### src/rtl/vending_fsm_multi.sv
// -----------------------------------------------------------------------------
// vending_fsm_multi
//
// Multi-product vending controller. It accumulates credit from validated
// coins and vends one of NUM_PRODUCTS slots priced by a per-slot cost table.
// Any remaining credit after a vend is returned as change. Credit is refunded
// on cancel or after TIMEOUT_CYC idle cycles in CREDIT. Invalid coins, and
// coins that would push credit past MAX_CREDIT, are handed straight back.
//
// Ports
//   clk, rst_n             clock (rising edge), async active-low reset
//   money_inserted         1-cycle coin strobe
//   inserted_money_valid   validator verdict, sampled with the coin strobe
//   inserted_money_value   coin value, sampled with the coin strobe
//   product_selected       1-cycle selection strobe
//   product_sel            selected slot index
//   product_cost           cost table; slot i at [i*WIDTH +: WIDTH]
//   product_available      per-slot stock flag
//   cancel                 1-cycle refund request
//   return_money           1-cycle pulse: rejected coin or refund
//   deliver_product        1-cycle dispense pulse
//   delivered_id           dispensed slot, valid with deliver_product
//   return_change          1-cycle change pulse
//   change_value           amount for return_money / return_change (held)
//   sel_error              1-cycle pulse: bad index, sold out or short credit
//   credit                 current accumulated credit
//   busy                   high while in CHECK / DELIVER / CHANGE / REFUND
//
// Every output is a flop. A pulse appears in the cycle after the state
// (or the sampled strobe) that produced it.
// -----------------------------------------------------------------------------
module vending_fsm_multi #(
   parameter int unsigned WIDTH        = 8,
   parameter int unsigned NUM_PRODUCTS = 4,
   parameter int unsigned SEL_W        = 2,
   parameter int unsigned MAX_CREDIT   = 255,
   parameter int unsigned TIMEOUT_CYC  = 1000
) (
   input  logic                          clk,
   input  logic                          rst_n,
   input  logic                          money_inserted,
   input  logic                          inserted_money_valid,
   input  logic [WIDTH-1:0]              inserted_money_value,
   input  logic                          product_selected,
   input  logic [SEL_W-1:0]              product_sel,
   input  logic [NUM_PRODUCTS*WIDTH-1:0] product_cost,
   input  logic [NUM_PRODUCTS-1:0]       product_available,
   input  logic                          cancel,
   output logic                          return_money,
   output logic                          deliver_product,
   output logic [SEL_W-1:0]              delivered_id,
   output logic                          return_change,
   output logic [WIDTH-1:0]              change_value,
   output logic                          sel_error,
   output logic [WIDTH-1:0]              credit,
   output logic                          busy
);

   typedef enum logic [2:0] {
      S_IDLE,
      S_CREDIT,
      S_CHECK,
      S_DELIVER,
      S_CHANGE,
      S_REFUND
   } state_t;

   localparam int unsigned       TMR_W    = $clog2(TIMEOUT_CYC);
   localparam logic [TMR_W-1:0]  TMR_LAST = TMR_W'(TIMEOUT_CYC - 1);
   localparam logic [WIDTH:0]    MAX_SUM  = (WIDTH + 1)'(MAX_CREDIT);

   state_t             state_q, state_d;
   logic [WIDTH-1:0]   credit_q, credit_d;
   logic [TMR_W-1:0]   timer_q, timer_d;
   logic [SEL_W-1:0]   sel_q, sel_d;
   logic [SEL_W-1:0]   delivered_id_q, delivered_id_d;
   logic [WIDTH-1:0]   change_value_q, change_value_d;
   logic               return_money_q, return_money_d;
   logic               deliver_product_q, deliver_product_d;
   logic               return_change_q, return_change_d;
   logic               sel_error_q, sel_error_d;
   logic               busy_q, busy_d;

   // Cost table lookup for the latched index. sel_in_range stays low when the
   // index addresses no slot, which also keeps the part-select in bounds.
   logic [WIDTH-1:0]   sel_cost;
   logic               sel_avail;
   logic               sel_in_range;

   always_comb begin
      sel_cost     = '0;
      sel_avail    = 1'b0;
      sel_in_range = 1'b0;
      for (int unsigned i = 0; i < NUM_PRODUCTS; i++) begin
         if (sel_q == SEL_W'(i)) begin
            sel_cost     = product_cost[i*WIDTH +: WIDTH];
            sel_avail    = product_available[i];
            sel_in_range = 1'b1;
         end
      end
   end

   // One extra bit so an overflowing sum is detected rather than wrapped.
   logic [WIDTH:0] coin_sum;
   logic           coin_ok;

   always_comb begin
      coin_sum = {1'b0, credit_q} + {1'b0, inserted_money_value};
      coin_ok  = inserted_money_valid && (coin_sum <= MAX_SUM);
   end

   always_comb begin
      state_d           = state_q;
      credit_d          = credit_q;
      timer_d           = '0;
      sel_d             = sel_q;
      delivered_id_d    = delivered_id_q;
      change_value_d    = change_value_q;
      return_money_d    = 1'b0;
      deliver_product_d = 1'b0;
      return_change_d   = 1'b0;
      sel_error_d       = 1'b0;

      case (state_q)
         S_IDLE: begin
            // Cancel still wins arbitration here but has nothing to refund;
            // a coin arriving with it is dropped.
            if (!cancel && money_inserted) begin
               if (coin_ok) begin
                  credit_d = coin_sum[WIDTH-1:0];
                  state_d  = S_CREDIT;
               end else begin
                  return_money_d = 1'b1;
                  change_value_d = inserted_money_value;
               end
            end
         end

         S_CREDIT: begin
            if (cancel) begin
               state_d = S_REFUND;
            end else if (money_inserted) begin
               if (coin_ok) begin
                  credit_d = coin_sum[WIDTH-1:0];
               end else begin
                  return_money_d = 1'b1;
                  change_value_d = inserted_money_value;
               end
            end else if (product_selected) begin
               sel_d   = product_sel;
               state_d = S_CHECK;
            end else if (timer_q == TMR_LAST) begin
               state_d = S_REFUND;
            end else begin
               timer_d = timer_q + 1'b1;
            end
         end

         S_CHECK: begin
            if (!sel_in_range || !sel_avail || (credit_q < sel_cost)) begin
               sel_error_d = 1'b1;
               state_d     = S_CREDIT;
            end else begin
               credit_d = credit_q - sel_cost;
               state_d  = S_DELIVER;
            end
         end

         S_DELIVER: begin
            deliver_product_d = 1'b1;
            delivered_id_d    = sel_q;
            state_d           = (credit_q != '0) ? S_CHANGE : S_IDLE;
         end

         S_CHANGE: begin
            return_change_d = 1'b1;
            change_value_d  = credit_q;
            credit_d        = '0;
            state_d         = S_IDLE;
         end

         S_REFUND: begin
            return_money_d = 1'b1;
            change_value_d = credit_q;
            credit_d       = '0;
            state_d        = S_IDLE;
         end

         default: begin
            credit_d = '0;
            state_d  = S_IDLE;
         end
      endcase

      busy_d = state_d inside {S_CHECK, S_DELIVER, S_CHANGE, S_REFUND};
   end

   always_ff @(posedge clk or negedge rst_n) begin
      if (!rst_n) begin
         state_q           <= S_IDLE;
         credit_q          <= '0;
         timer_q           <= '0;
         sel_q             <= '0;
         delivered_id_q    <= '0;
         change_value_q    <= '0;
         return_money_q    <= 1'b0;
         deliver_product_q <= 1'b0;
         return_change_q   <= 1'b0;
         sel_error_q       <= 1'b0;
         busy_q            <= 1'b0;
      end else begin
         state_q           <= state_d;
         credit_q          <= credit_d;
         timer_q           <= timer_d;
         sel_q             <= sel_d;
         delivered_id_q    <= delivered_id_d;
         change_value_q    <= change_value_d;
         return_money_q    <= return_money_d;
         deliver_product_q <= deliver_product_d;
         return_change_q   <= return_change_d;
         sel_error_q       <= sel_error_d;
         busy_q            <= busy_d;
      end
   end

   assign return_money    = return_money_q;
   assign deliver_product = deliver_product_q;
   assign delivered_id    = delivered_id_q;
   assign return_change   = return_change_q;
   assign change_value    = change_value_q;
   assign sel_error       = sel_error_q;
   assign credit          = credit_q;
   assign busy            = busy_q;

endmodule

### config.mk
export PLATFORM = sky130hd
export DESIGN_NAME = vending_fsm_multi
export DESIGN_NICKNAME = d
export VERILOG_FILES = /design/src/rtl/vending_fsm_multi.sv
export SDC_FILE = /design/constraint.sdc
export NUM_CORES = 1
export LEC_CHECK = 0
export CAP_MARGIN = 20
export CORE_AREA = 2 2 74 76
export CTS_BUF_LIST = sky130_fd_sc_hd__clkbuf_8
export DETAILED_ROUTE_END_ITERATION = 8
export DIE_AREA = 0 0 76 78
export PLACE_DENSITY_LB_ADDON = 0.25
export SETUP_SLACK_MARGIN = 0.3
export SYNTH_ARGS = -nofsm -noshare
export SYNTH_HDL_FRONTEND = slang
export SYNTH_SLANG_ARGS = --single-unit
export TNS_END_PERCENT = 30
### constraint.sdc
create_clock -name clk -period 7.2 [get_ports clk]
set_clock_uncertainty 0.2 [all_clocks]
set_input_delay 1.44 -clock clk [delete_from_list [all_inputs] [get_ports clk]]
set_output_delay 1.44 -clock clk [all_outputs]
set_load 0.005 [all_outputs]
=== After elaboration in Yosys (flattened, before gate mapping) ===
Index checks and enable logic that the tools add are counted.

* Register bits: 38
* Bits in latches: 0
* Memory bits (writable): 0
* Bits in read-only memories: 0
* Input bits: 52
* Output and inout bits: 23
* Logic and storage cells: 98
* Memories kept: 0

* Add/subtract/negate cells: 3
* $mul: 0
* Divide/modulo/power cells: 0
* Magnitude comparators: 2
* Eq/ne operators: 17
* Shift operators: 0
* Mux-type cells: 46
* Bitwise gates (word level): 3
* Reductions and logical operators: 16

{| class="wikitable"
|+ Operators with widths
! operator !! count
|-
| 8-bit two-way mux || 13
|-
| 10-bit two-way mux || 5
|-
| 8-bit case mux with 4 select lines || 1
|-
| 8-bit case mux with 3 select lines || 1
|-
| 3-bit two-way mux || 7
|-
| 1-bit two-way mux || 16
|-
| 3-bit by 2-bit equality test with 1-bit output, second input constant || 4
|-
| 3-bit equality test, second input constant || 4
|-
| 3-bit case mux with 4 select lines || 1
|-
| 10-bit by 1-bit adder with 10-bit output, second input constant || 1
|-
| 10-bit equality test, second input constant || 1
|-
| 8-bit by 8-bit adder with 9-bit output || 1
|-
| 9-bit by 8-bit less-or-equal comparator with 1-bit output, second input constant || 1
|-
| 8-bit less-than comparator || 1
|-
| 2-bit inequality test, second input constant || 4
|-
| 4-bit AND reduction || 2
|-
| 8-bit nonzero test || 1
|-
| 8-bit subtractor || 1
|-
| 5-bit AND reduction || 1
|-
| 2-bit equality test, second input constant || 2
|-
| 4-bit nonzero test || 1
|-
| 3-bit by 1-bit equality test with 1-bit output, second input constant || 1
|-
| 1-bit logical NOT || 3
|-
| 3-bit logical NOT || 1
|-
| other kinds (9) || 13
|}

=== Depth between registers and ports, before layout ===
* Word-level depth: 12
* Gate-level depth with buffers: 10
* Depth with buffers taken out: 9

=== Worst setup path before layout ===
Ideal clock, no wire load.

* Path kind: input -> register
* From: input product_cost[26]
* To: register credit_q[1], in the netlist credit[1]
* Library setup time: 0.125 ns
* Arrival time: 3.639 ns
* Required time: 6.875 ns
* Setup slack: 3.236 ns
* Stages: 9
* Buffers on the path: 0
* Path through: mux4_2 -> inv_1 -> ha_1 -> nor2b_1 -> o31a_1 -> o21ai_1 -> nor2_1 -> a221oi_4 -> mux2_2

* Cells in the longest elaborated chain, start to end: 5

{| class="wikitable"
|+ Ends and longest elaborated chain
! item !! line !! RTL
|-
| from (decl) || 46 || <nowiki>input logic [NUM_PRODUCTS*WIDTH-1:0] product_cost,</nowiki>
|-
| 8-bit two-way mux || 95 || <nowiki>if (sel_q == SEL_W'(i)) begin</nowiki>
|-
| 8-bit less-than comparator || 160 || <nowiki>if (!sel_in_range || !sel_avail || (credit_q < sel_cost)) begin</nowiki>
|-
| 1-bit logical OR || 160 ||
|-
| 2-bit inequality test (no line) || n/a ||
|-
| 5-bit AND reduction (no line) || n/a ||
|-
| to (signal assigned) || 213 || <nowiki>credit_q <= credit_d;</nowiki>
|-
| to (decl) || 73 || <nowiki>logic [WIDTH-1:0] credit_q, credit_d;</nowiki>
|}

No other way between the ends.
A chain may end at the register's enable or synchronous reset.

=== Final worst setup path ===
* From: input product_cost[29]
* To: register credit_q[4], in the netlist credit[4]

Same word-level chain as after synthesis.

==> summary.txt <==
Run status
  • Status: finished, final reports clean

Route
  • WL final: 6460 um
  • # DRC: 0
  • Via count: 2,267
  • Drt wl/cell: 15.8 um
  • Initial DRC Count: 68
  • Vias per cell: 5.53
  • Final ANT Viol Nets: 0
  • Initial DRT Pass Iterations: 4

GRT
  • Global route overflow: 0
  • Initial antenna violation count: 0
  • Number of global-route vias before repair: 2,322
  • GRT Total Usage: 0.229
  • Largest net degree at the start of global routing: 39
  • First-pass GRT wire length: 11,000 um

Floorplanning
  • Cell Rows: 26
  • Core Footprint: 5040 um^2
  • Die Span X: 76 um
  • Ports: 75
  • Chip Height: 78 um
  • Initial Utilization: 0.528
  • Die footprint: 5930 um^2

Synth
  • Yosys top cell by area: dfrtp_1
  • Area contributors post-synth: dfrtp_1 (36%), ha_1 (8.0%), mux4_2 (7.6%)
  • Synthesized flop and latch total: 38
  • Post-synth EDFFs: 0
  • Netlist cell types: 51
  • Register area share after synthesis: 0.357
  • YS warnings: 0
  • Syn_nets: 338
  • Synthesized cell area: 2660 um^2
  • Synth top area share: 0.357
  • Top FF cell, synth: dfrtp_1
  • Mean area per synthesized cell: 9.96 um^2
  • Async set or reset register ratio after synthesis: 1.00
  • Post-synthesis cell count: 267

CTS
  • Setup Fix Bufs, Post-CTS: 0
  • Cts hold-fix bufs: 0
  • Clk buf depth: 2
  • Clk sinks: 38
  • Worst-skew pair later-pin latency: 290 ps
  • CTS Root Cell: clkbuf_8
  • Post-cts gate resize count: 0
  • CTS tree: built
  • H-tree levels: 2
  • Total CTS buffers: 5
  • Clock transition at path regs: 80 ps

Setup path
  • Setup crit end kind: flop
  • Worst Reg-to-Reg Cells: 9
  • Reg-to-reg startpoint: sel_q[0]
  • R2r setup slk: 3490 ps
  • Maximum net fanout on the critical path: 8
  • Worst Setup SP: product_cost[29]
  • CP startpoint kind: input port
  • Critical Path AT: 4390 ps
  • Critical path type: in2reg
  • CP Data Required Time: 7180 ps
  • Worst Setup EP: credit[4]
  • R2R Path End: credit[4]

STA
  • Final setup violation count: 0
  • Final WS setup: 2780 ps
  • Setup TNS: 0 ps
  • Worst slew pin tran: 828 ps
  • Max Clock Freq: 0.226 GHz
  • Tcrit/Tclk final: 0.614
  • Slew headroom: 0.448
  • RSZ-0062 raised after global routing: false
  • Minimum clock period: 4420 ps
  • Hold Fails Final Rpt: 0
  • Fin. max-slew vios: 0

Cells and area
  • Final Cell Area: 3510 um^2
  • Number of inserted diodes: 0
  • Layout Cells excl Fill: 410
  • Share of cells above drive strength 1: 0.100
  • Area grow syn2layout: 31.9%
  • Commonest non-fill, non-tap cell in the layout: clkdlybuf4s50_1
  • Most frequent cells in the layout: clkdlybuf4s50_1 (73), dfrtp_1 (38), nor2_1 (30)
  • Nets: 410

Power
  • Max VDD drop: 0.000199 V
  • Power Density: 378 nW/um^2
  • Lkg Pwr: 1.54 nW

Flow run
  • Max cap viols: 0

Place
  • HPWL after detailed placement: 5130 um
  • Final Wtd Congestion: 0.867
  • Placed instance count: 402
  • Port Buf Inserts: 74
  • Placed Area: 3420 um^2
  • Placement Setup Slack: 2530 ps

Hold path
  • Hold/Removal Path Class: reg2reg
==> per-stage QoR <==
step                       util  hold slack [ps]  total power (W)
after CTS                 0.696              287          0.00134
after floorplan               -              255         0.000923
after global placement    0.679              261          0.00116
after global routing      0.696              323          0.00145
after detailed placement  0.679              269          0.00119
final                     0.696              281          0.00133
==> cells by family (layout without fill, tap and decap cells) <==
family | Yosys count | after routing | synth area share
xor gates and xnor gates | 15 | 15 | 0.0494
DFF | 38 | 38 | 0.357
buffers and inverters | 26 | 99 | 0.0470
AOI/OAI and AO/OA | 55 | 55 | 0.141
adders and majority gates | 19 | 19 | 0.0950
and+or+nand+nor | 87 | 87 | 0.162
muxes | 27 | 27 | 0.149
==> synthesized netlist by cell type (2+ instances only) <==
cell / count
dfrtp_1: 38
nor2_1: 30
nand2_1: 18
ha_1: 17
inv_1: 17
o21ai_0: 15
a21oi_1: 12
mux2_2: 10
xor2_1: 10
mux4_2: 9
mux2i_1: 8
nand3_1: 7
nor3_1: 5
xnor2_1: 5
nor2b_1: 4
nor3b_1: 4
o21a_1: 4
buf_6: 3
clkbuf_1: 3
nand2b_1: 3
o211ai_1: 3
o22ai_1: 3
o31a_1: 3
a21o_1: 2
fa_1: 2
nand3b_1: 2
nand4_1: 2
o21bai_1: 2
o41ai_1: 2
or3_1: 2
or4_1: 2
==> final cells by class <==
class	instances	area [um^2]
clock buffers	5	68.8
clock inverters	3	17.5
fillers	429	1530
inverters	17	63.8
multi-input cells	203	1580
flip-flops and latches	38	951
well taps	70	87.6
repair buffers	74	736
==> registers in the layout, indices dropped and copies added (netlist names) <==
| signal | cells |
|---|---|
| timer_q | 10 |
| change_value | 8 |
| credit | 8 |
| state_q | 3 |
| delivered_id | 2 |
| sel_q | 2 |
| busy | 1 |
| deliver_product | 1 |
| return_change | 1 |
| return_money | 1 |
| sel_error | 1 |
==> worst min-delay path by stage <==
stage	from	depth (start not counted)	end
floorplan	timer_q[0]	1	timer_q[0]
global placement	change_value[7]	2	change_value[7]
detailed placement	change_value[7]	2	change_value[7]
CTS	change_value[7]	2	change_value[7]
global route	change_value[4]	2	change_value[4]
finish	change_value[7]	2	change_value[7]
==> worst max-delay path: stages <==
cell and delay, ps:
clkdlybuf4s50_1 400, mux4_2 470, inv_1 70, ha_1 250, o21ai_0 260, or2b_1 260
a21oi_1 160, nor2_1 120, a221oi_4 570, mux2_2 400
==> per-layer routing <==
metal  global-route usage  wire length, um  vias to the layer above
met5                    0                0                        -
li1                     -                -                     1107
met4               0.0600               64                        0
met1                0.283             2670                     1107
met3               0.0395              251                        9
met2                0.416             3480                       44
==> power breakdown <==
part / switching, W / total, W / internal [W]
sequential: 0.0000949 / 0.000373 / 0.000278
combinational: 0.000374 / 0.000811 / 0.000436
clock: 0.0000772 / 0.000144 / 0.0000669
Power figures use the tool's default switching activity.
